--- config.mk ---
export PLATFORM = sky130hd
export DESIGN_NAME = pl_irq_scheduler
export DESIGN_NICKNAME = d
export VERILOG_FILES = /design/src/rtl/pl_irq_pkg.sv /design/src/rtl/pl_irq_edge_latch.sv /design/src/rtl/pl_irq_scheduler.sv
export SDC_FILE = /design/constraint.sdc
export NUM_CORES = 1
export LEC_CHECK = 0
export BUFFER_PORTS_ARGS = -buffer_cell sky130_fd_sc_hd__buf_2
export CORE_ASPECT_RATIO = 0.6
export CORE_UTILIZATION = 50
export CTS_CLUSTER_DIAMETER = 30
export CTS_CLUSTER_SIZE = 28
export DETAILED_ROUTE_END_ITERATION = 6
export GPL_ROUTABILITY_DRIVEN = 0
export PLACE_DENSITY = 0.82
export SETUP_SLACK_MARGIN = 0.02
export SLEW_MARGIN = 25
export SYNTH_ARGS = -nofsm -noshare
export SYNTH_HDL_FRONTEND = slang
export SYNTH_HIERARCHICAL = 1
export SYNTH_SLANG_ARGS = --single-unit
--- constraint.sdc ---
create_clock -name Sys_clk -period 4.72 [get_ports Sys_clk]
set_input_delay 0.944 -clock Sys_clk [delete_from_list [all_inputs] [get_ports Sys_clk]]
set_output_delay 0.944 -clock Sys_clk [all_outputs]
set_load 0.03 [all_outputs]
--- src/rtl/pl_irq_pkg.sv ---
// Shared state encoding, default parameters and the priority helper for the
// PL interrupt scheduler.
package pl_irq_pkg;

    typedef enum logic [1:0] {
        IDLE     = 2'd0,
        PULSE    = 2'd1,
        WAIT_ACK = 2'd2
    } irq_state_e;

    localparam int DEF_N_SRC       = 4;
    localparam int DEF_ID_W        = 2;
    localparam int DEF_PULSE_CYC   = 200;
    localparam int DEF_TIMEOUT_CYC = 200000;
    localparam int DEF_CNT_W       = 20;

    // Lowest set index of a (zero-extended) request vector; 0 when empty.
    function automatic logic [3:0] lowest_idx(input logic [15:0] v);
        lowest_idx = '0;
        for (int i = 15; i >= 0; i--) begin
            if (v[i]) lowest_idx = 4'(i);
        end
    endfunction

endpackage

--- src/rtl/pl_irq_edge_latch.sv ---
// Rising-edge detection on every request line plus Pending/Overrun bookkeeping.
module pl_irq_edge_latch
    import pl_irq_pkg::*;
#(
    parameter int N_SRC = DEF_N_SRC
) (
    input  logic             Sys_clk,
    input  logic             Rst,
    input  logic [N_SRC-1:0] irq_req,
    input  logic [N_SRC-1:0] grant_clr,
    input  logic             ovr_clr,
    output logic [N_SRC-1:0] pending,
    output logic [N_SRC-1:0] overrun
);

    logic [N_SRC-1:0] req_q;
    logic [N_SRC-1:0] edge_det;
    logic [N_SRC-1:0] lost;

    // req_q resets to 0 so a request held across reset release is one edge.
    assign edge_det = irq_req & ~req_q;
    // An edge only overruns if its pending bit survives this cycle.
    assign lost     = edge_det & pending & ~grant_clr;

    always_ff @(posedge Sys_clk) begin
        if (Rst) begin
            req_q   <= '0;
            pending <= '0;
            overrun <= '0;
        end else begin
            req_q   <= irq_req;
            pending <= (pending & ~grant_clr) | edge_det;
            overrun <= (overrun & ~{N_SRC{ovr_clr}}) | lost;
        end
    end

endmodule

--- src/rtl/pl_irq_scheduler.sv ---
// Serialises N_SRC edge-triggered requests onto one pulsed PS interrupt line.
// Define IRQ_TIMEOUT_EN to bound the ack wait and expose Timeout_flag.
module pl_irq_scheduler
    import pl_irq_pkg::*;
#(
    parameter int N_SRC       = DEF_N_SRC,
    parameter int ID_W        = DEF_ID_W,
    parameter int PULSE_CYC   = DEF_PULSE_CYC,
    parameter int TIMEOUT_CYC = DEF_TIMEOUT_CYC,
    parameter int CNT_W       = DEF_CNT_W
) (
    input  logic             Sys_clk,
    input  logic             Rst,
    input  logic [N_SRC-1:0] Irq_req,
    input  logic             Irq_ack,
    input  logic             Ovr_clr,
    output logic             Irq_out,
    output logic [ID_W-1:0]  Irq_id,
    output logic             Busy,
`ifdef IRQ_TIMEOUT_EN
    output logic             Timeout_flag,
`endif
    output logic [N_SRC-1:0] Pending,
    output logic [N_SRC-1:0] Overrun
);

    // Counter stops at the largest limit it is ever compared against.
    localparam int CNT_SAT_I = (PULSE_CYC > TIMEOUT_CYC) ? PULSE_CYC : TIMEOUT_CYC;
    localparam logic [CNT_W-1:0] CNT_SAT   = CNT_W'(CNT_SAT_I);
    localparam logic [CNT_W-1:0] PULSE_LIM = CNT_W'(PULSE_CYC);
`ifdef IRQ_TIMEOUT_EN
    localparam logic [CNT_W-1:0] TO_LIM    = CNT_W'(TIMEOUT_CYC);
`endif

    irq_state_e       state;
    logic [CNT_W-1:0] cnt;
    logic [CNT_W-1:0] cnt_inc;
    logic             ack_seen;
    logic             grant_en;
    logic [3:0]       gidx;
    logic [N_SRC-1:0] grant_clr;

    pl_irq_edge_latch #(.N_SRC(N_SRC)) u_edge_latch (
        .Sys_clk   (Sys_clk),
        .Rst       (Rst),
        .irq_req   (Irq_req),
        .grant_clr (grant_clr),
        .ovr_clr   (Ovr_clr),
        .pending   (Pending),
        .overrun   (Overrun)
    );

    assign grant_en = (state == IDLE) && (|Pending);
    assign gidx     = lowest_idx(16'(Pending));
    assign cnt_inc  = (cnt >= CNT_SAT) ? cnt : cnt + CNT_W'(1);
    assign Busy     = (state != IDLE);

    always_comb begin
        grant_clr = '0;
        for (int i = 0; i < N_SRC; i++) begin
            grant_clr[i] = grant_en && (gidx == 4'(i));
        end
    end

    // cnt holds the 1-based index of the current cycle within PULSE / WAIT_ACK.
    always_ff @(posedge Sys_clk) begin
        if (Rst) begin
            state    <= IDLE;
            cnt      <= '0;
            Irq_out  <= 1'b0;
            Irq_id   <= '0;
            ack_seen <= 1'b0;
`ifdef IRQ_TIMEOUT_EN
            Timeout_flag <= 1'b0;
`endif
        end else begin
            case (state)
                IDLE: begin
                    if (grant_en) begin
                        state    <= PULSE;
                        Irq_id   <= ID_W'(gidx);
                        Irq_out  <= 1'b1;
                        cnt      <= CNT_W'(1);
                        ack_seen <= 1'b0;
                    end
                end
                PULSE: begin
                    if (cnt >= PULSE_LIM) begin
                        Irq_out <= 1'b0;
                        if (ack_seen || Irq_ack) begin
                            state <= IDLE;
                            cnt   <= '0;
                        end else begin
                            state <= WAIT_ACK;
                            cnt   <= CNT_W'(1);
                        end
                    end else begin
                        cnt      <= cnt_inc;
                        ack_seen <= ack_seen | Irq_ack;
                    end
                end
                WAIT_ACK: begin
                    if (Irq_ack) begin
                        state <= IDLE;
                        cnt   <= '0;
                    end
`ifdef IRQ_TIMEOUT_EN
                    else if (cnt >= TO_LIM) begin
                        state        <= IDLE;
                        cnt          <= '0;
                        Timeout_flag <= 1'b1;
                    end else begin
                        cnt <= cnt_inc;
                    end
`endif
                end
                default: begin
                    state   <= IDLE;
                    cnt     <= '0;
                    Irq_out <= 1'b0;
                end
            endcase
        end
    end

endmodule

==> run_results.csv <==
group,metric,value,unit
setup_path,crit_path_start,"state[1]",
setup_path,arrival,1.46,ns
final_layout,antennaDiodeCount,0,
synthesis,synthFlopType,"dfxtp_1",
final_layout,fill_cells,290,
place,place_hpwl,2.67,mm
job,maxCapViolations,0,
synthesis,ys_types,46,
synthesis,avgSynthCellArea,9.22,um2
floorplanning,num_io_pins,20,
place,port_buffers,19,
floorplanning,die_width,79.0,um
final_layout,ff_latch_area,761,um2
final_layout,multiInputGateArea,947,um2
setup_path,cp_cell_sequence,"nor2_1 > inv_1 > buf_2",
pwr,p_seq_share,50.1,%
clock_network,cts_tree,"yes",
clock_network,clk_pin_slew,0.07,ns
setup_path,rr_worst_depth,5,
drt,vias_per_cell,5.62,
drt,drtAntennaViolNets,0,
setup_path,crit_path_end_kind,"output pin",
final_layout,final_cell_mix,"dfxtp_1, nor2_1, a21oi_1",
drt,via_count,1468,
pwr,p_switching,0.211,mW
timing,relSlewSlack,65.8,%
setup_path,criticalPathCategory,"flop to output pin",
clock_network,cts.htree.levels,2,
pwr,peakVddDrop,200,uV
synthesis,synth_edf_count,0,
pwr,power.density,361,mW/mm2
global_routing,grt_max_degree,27,
timing,post-route-worst-setup-slack,2.31,ns
pwr,swShare,29.5,%
clock_network,clock_latency,0.29,ns
floorplanning,num_rows,16,
pwr,p_int,0.504,mW
timing,clock_skew,0.00587,ns
synthesis,synth_seq_cells,38,
clock_network,postCtsSetupRepairBufs,0,
global_routing,grt_pass1_wl,5.62,mm
setup_path,worstPathRequired,3.78,ns
setup_path,path_max_fanout,8,
clock_network,clockBufferDepth,2,
setup_path,rr_startpoint,"cnt[12]",
global_routing,first_global_vias,1096,
global_routing,antenna_found_initial,0,
setup_path,cp-endpoint,"Busy",
drt,drcViolationCount,0,
timing,slew_violations,0,
timing,fin_tns_setup,0,ns
clock_network,cts_resized,0,
status,status,"finished, final reports clean",
synthesis,synth_nets,203,
synthesis,synthCells,193,
setup_path,max_stage_delay,0.40,ns
drt,route.detailed.wl_per_inst,14.0,um
pwr,p_clk_share,30.9,%
timing,post-route-period-util,51.0,%
setup_path,reg2reg_slack,2.93,ns
setup_path,worst_setup_path_start_kind,"flop",
drt,routed_wirelength,3.65,mm
timing,tightest_slew,0.511,ns
pwr,leakagePower,0.765,nW
synthesis,synth_warnings,6,
drt,drt-pass1-iter-count,4,
place,place_ws,2.64,ns
timing,hold_violations,0,
floorplanning,fp.dieH,48.2,um
floorplanning,core,0.00332,mm2
setup_path,r2r-end,"cnt[0]",
clock_network,cts_root_buffer,"clkbuf_8",
min_path,hp-class,"flop to flop",
pwr,comb_power_share,19.0,%
global_routing,track_usage,20.4,%
clock_network,cts_hold_buf,0,
setup_path,cp_slowest_cell,"dfxtp_1",
clock_network,numCtsBuffers,5,
final_layout,area_delta_synth_final,11.5,%
timing,max_clock_freq,416,MHz
place,dpl-instance-area,0.00189,mm2
global_routing,overflow,0,
synthesis,async_flop_share,0,%
synthesis,syn-cell-area,0.00178,mm2
timing,finalSetupViolations,0,
final_layout,drive_gt1_share,19.0,%
timing,rsz0062_at_grt,"no",
drt,drt-initial-drc-count,168,
timing,fin_crit,2.41,ns
floorplanning,die_area,0.00381,mm2
synthesis,seq_area_frac_synth,42.8,%
final_layout,final_cell_area,0.00198,mm2
final_layout,nNetsFinal,225,
final_layout,final_common_cell,"dfxtp_1",
clock_network,numClockSinks,38,
floorplanning,initial_utilization,53.5,%
registers in the layout (all words and copies together) (netlist names):
signal,cells
cnt,20
state,2
u_edge_latch/pending,4
Irq_id,2
ack_seen,1
u_edge_latch/req_q,4
u_edge_latch/overrun,4
Irq_out,1
metrics by stage:
| step | utilization, % | instances | hold slack, ns | power (mW) |
|---|---|---|---|---|
| 2_1_floorplan | - | 193 | 0.438 | 0.467 |
| 3_3_place_gp | 57.0 | 253 | 0.457 | 0.496 |
| 3_5_place_dp | 57.0 | 253 | 0.465 | 0.499 |
| 4_1_cts | 59.7 | 261 | 0.477 | 0.720 |
| 5_1_grt | 59.7 | 261 | 0.493 | 0.752 |
| 6_report | 59.7 | 261 | 0.477 | 0.716 |
cells in the mapped netlist, types with 2 or more instances:
cell | number | area (um2)
nor4_4 | 2 | 42.5
and3_1 | 4 | 25.0
o21ai_0 | 6 | 30.0
nor3_1 | 6 | 30.0
ha_1 | 2 | 25.0
or2_2 | 2 | 12.5
nand4bb_1 | 4 | 45.0
a41oi_1 | 3 | 26.3
nor4_1 | 3 | 18.8
o22ai_1 | 2 | 12.5
buf_6 | 3 | 33.8
nand2_1 | 4 | 15.0
nand3_1 | 3 | 15.0
inv_1 | 9 | 33.8
nand4_1 | 3 | 18.8
nand2b_1 | 12 | 75.1
nor2_1 | 27 | 101
nor2b_1 | 4 | 25.0
o211ai_1 | 2 | 15.0
a21oi_1 | 21 | 105
nand3b_1 | 3 | 22.5
dfxtp_1 | 38 | 761
a31oi_1 | 7 | 43.8
kinds of logic (layout without fill, tap and decap cells):
family,count (synthesis),after routing,synth area share [%]
AO/OA/AOI/OAI,50,50,19.5
flip-flops,38,38,42.8
buffers and inverters,13,36,4.01
adder cells (fa/ha/maj),2,2,1.41
AND/OR/NAND/NOR,89,89,31.7
multiplexers,1,1,0.633
critical path, delay by kind of cell, from the launching register on:
kind,cells,cell delay [ns]
and+or+nand+nor,1,0.39
buffers and inverters,2,0.38
DFF,1,0.40
worst min-delay path by stage:
stage | from | to | slack, ns | cells past startpoint
after floorplan | cnt[19] | cnt[19] | 0.44 | 2
after global placement | u_edge_latch/overrun[2] | u_edge_latch/overrun[2] | 0.46 | 2
after detailed placement | u_edge_latch/overrun[0] | u_edge_latch/overrun[0] | 0.47 | 2
after CTS | u_edge_latch/overrun[0] | u_edge_latch/overrun[0] | 0.48 | 2
after global routing | u_edge_latch/overrun[3] | u_edge_latch/overrun[3] | 0.49 | 2
final | u_edge_latch/overrun[3] | u_edge_latch/overrun[3] | 0.48 | 2
metal layers:
layer	GRT usage (%)	wire length (um)	vias to the layer above	part of all wire, %
li1	-	-	753	-
met1	33.3	2030	662	56
met2	23.3	1320	46	36
met3	5.05	246	7	6.7
met4	8.73	57	0	1.6
met5	0	0	-	0
final cells by class:
| class | instances | area share, % |
|---|---|---|
| Tap cell | 45 | 2.84 |
| Sequential cell | 38 | 38.3 |
| Clock inverter | 1 | 0.252 |
| Clock buffer | 7 | 4.35 |
| Inverter | 9 | 1.70 |
| Multi-Input combinational cell | 142 | 47.7 |
| Timing Repair Buffer | 19 | 4.79 |
power by group through the flow:
stage                     Combinational, mW  Clock (mW)  Sequential [mW]
after floorplan                      0.0916           0            0.375
after global placement                0.132           0            0.365
after detailed placement              0.134           0            0.364
after CTS                             0.135       0.228            0.357
after global routing                  0.149       0.243            0.361
final                                 0.136       0.222            0.359
Note: power is estimated with default switching activity, not from simulation.
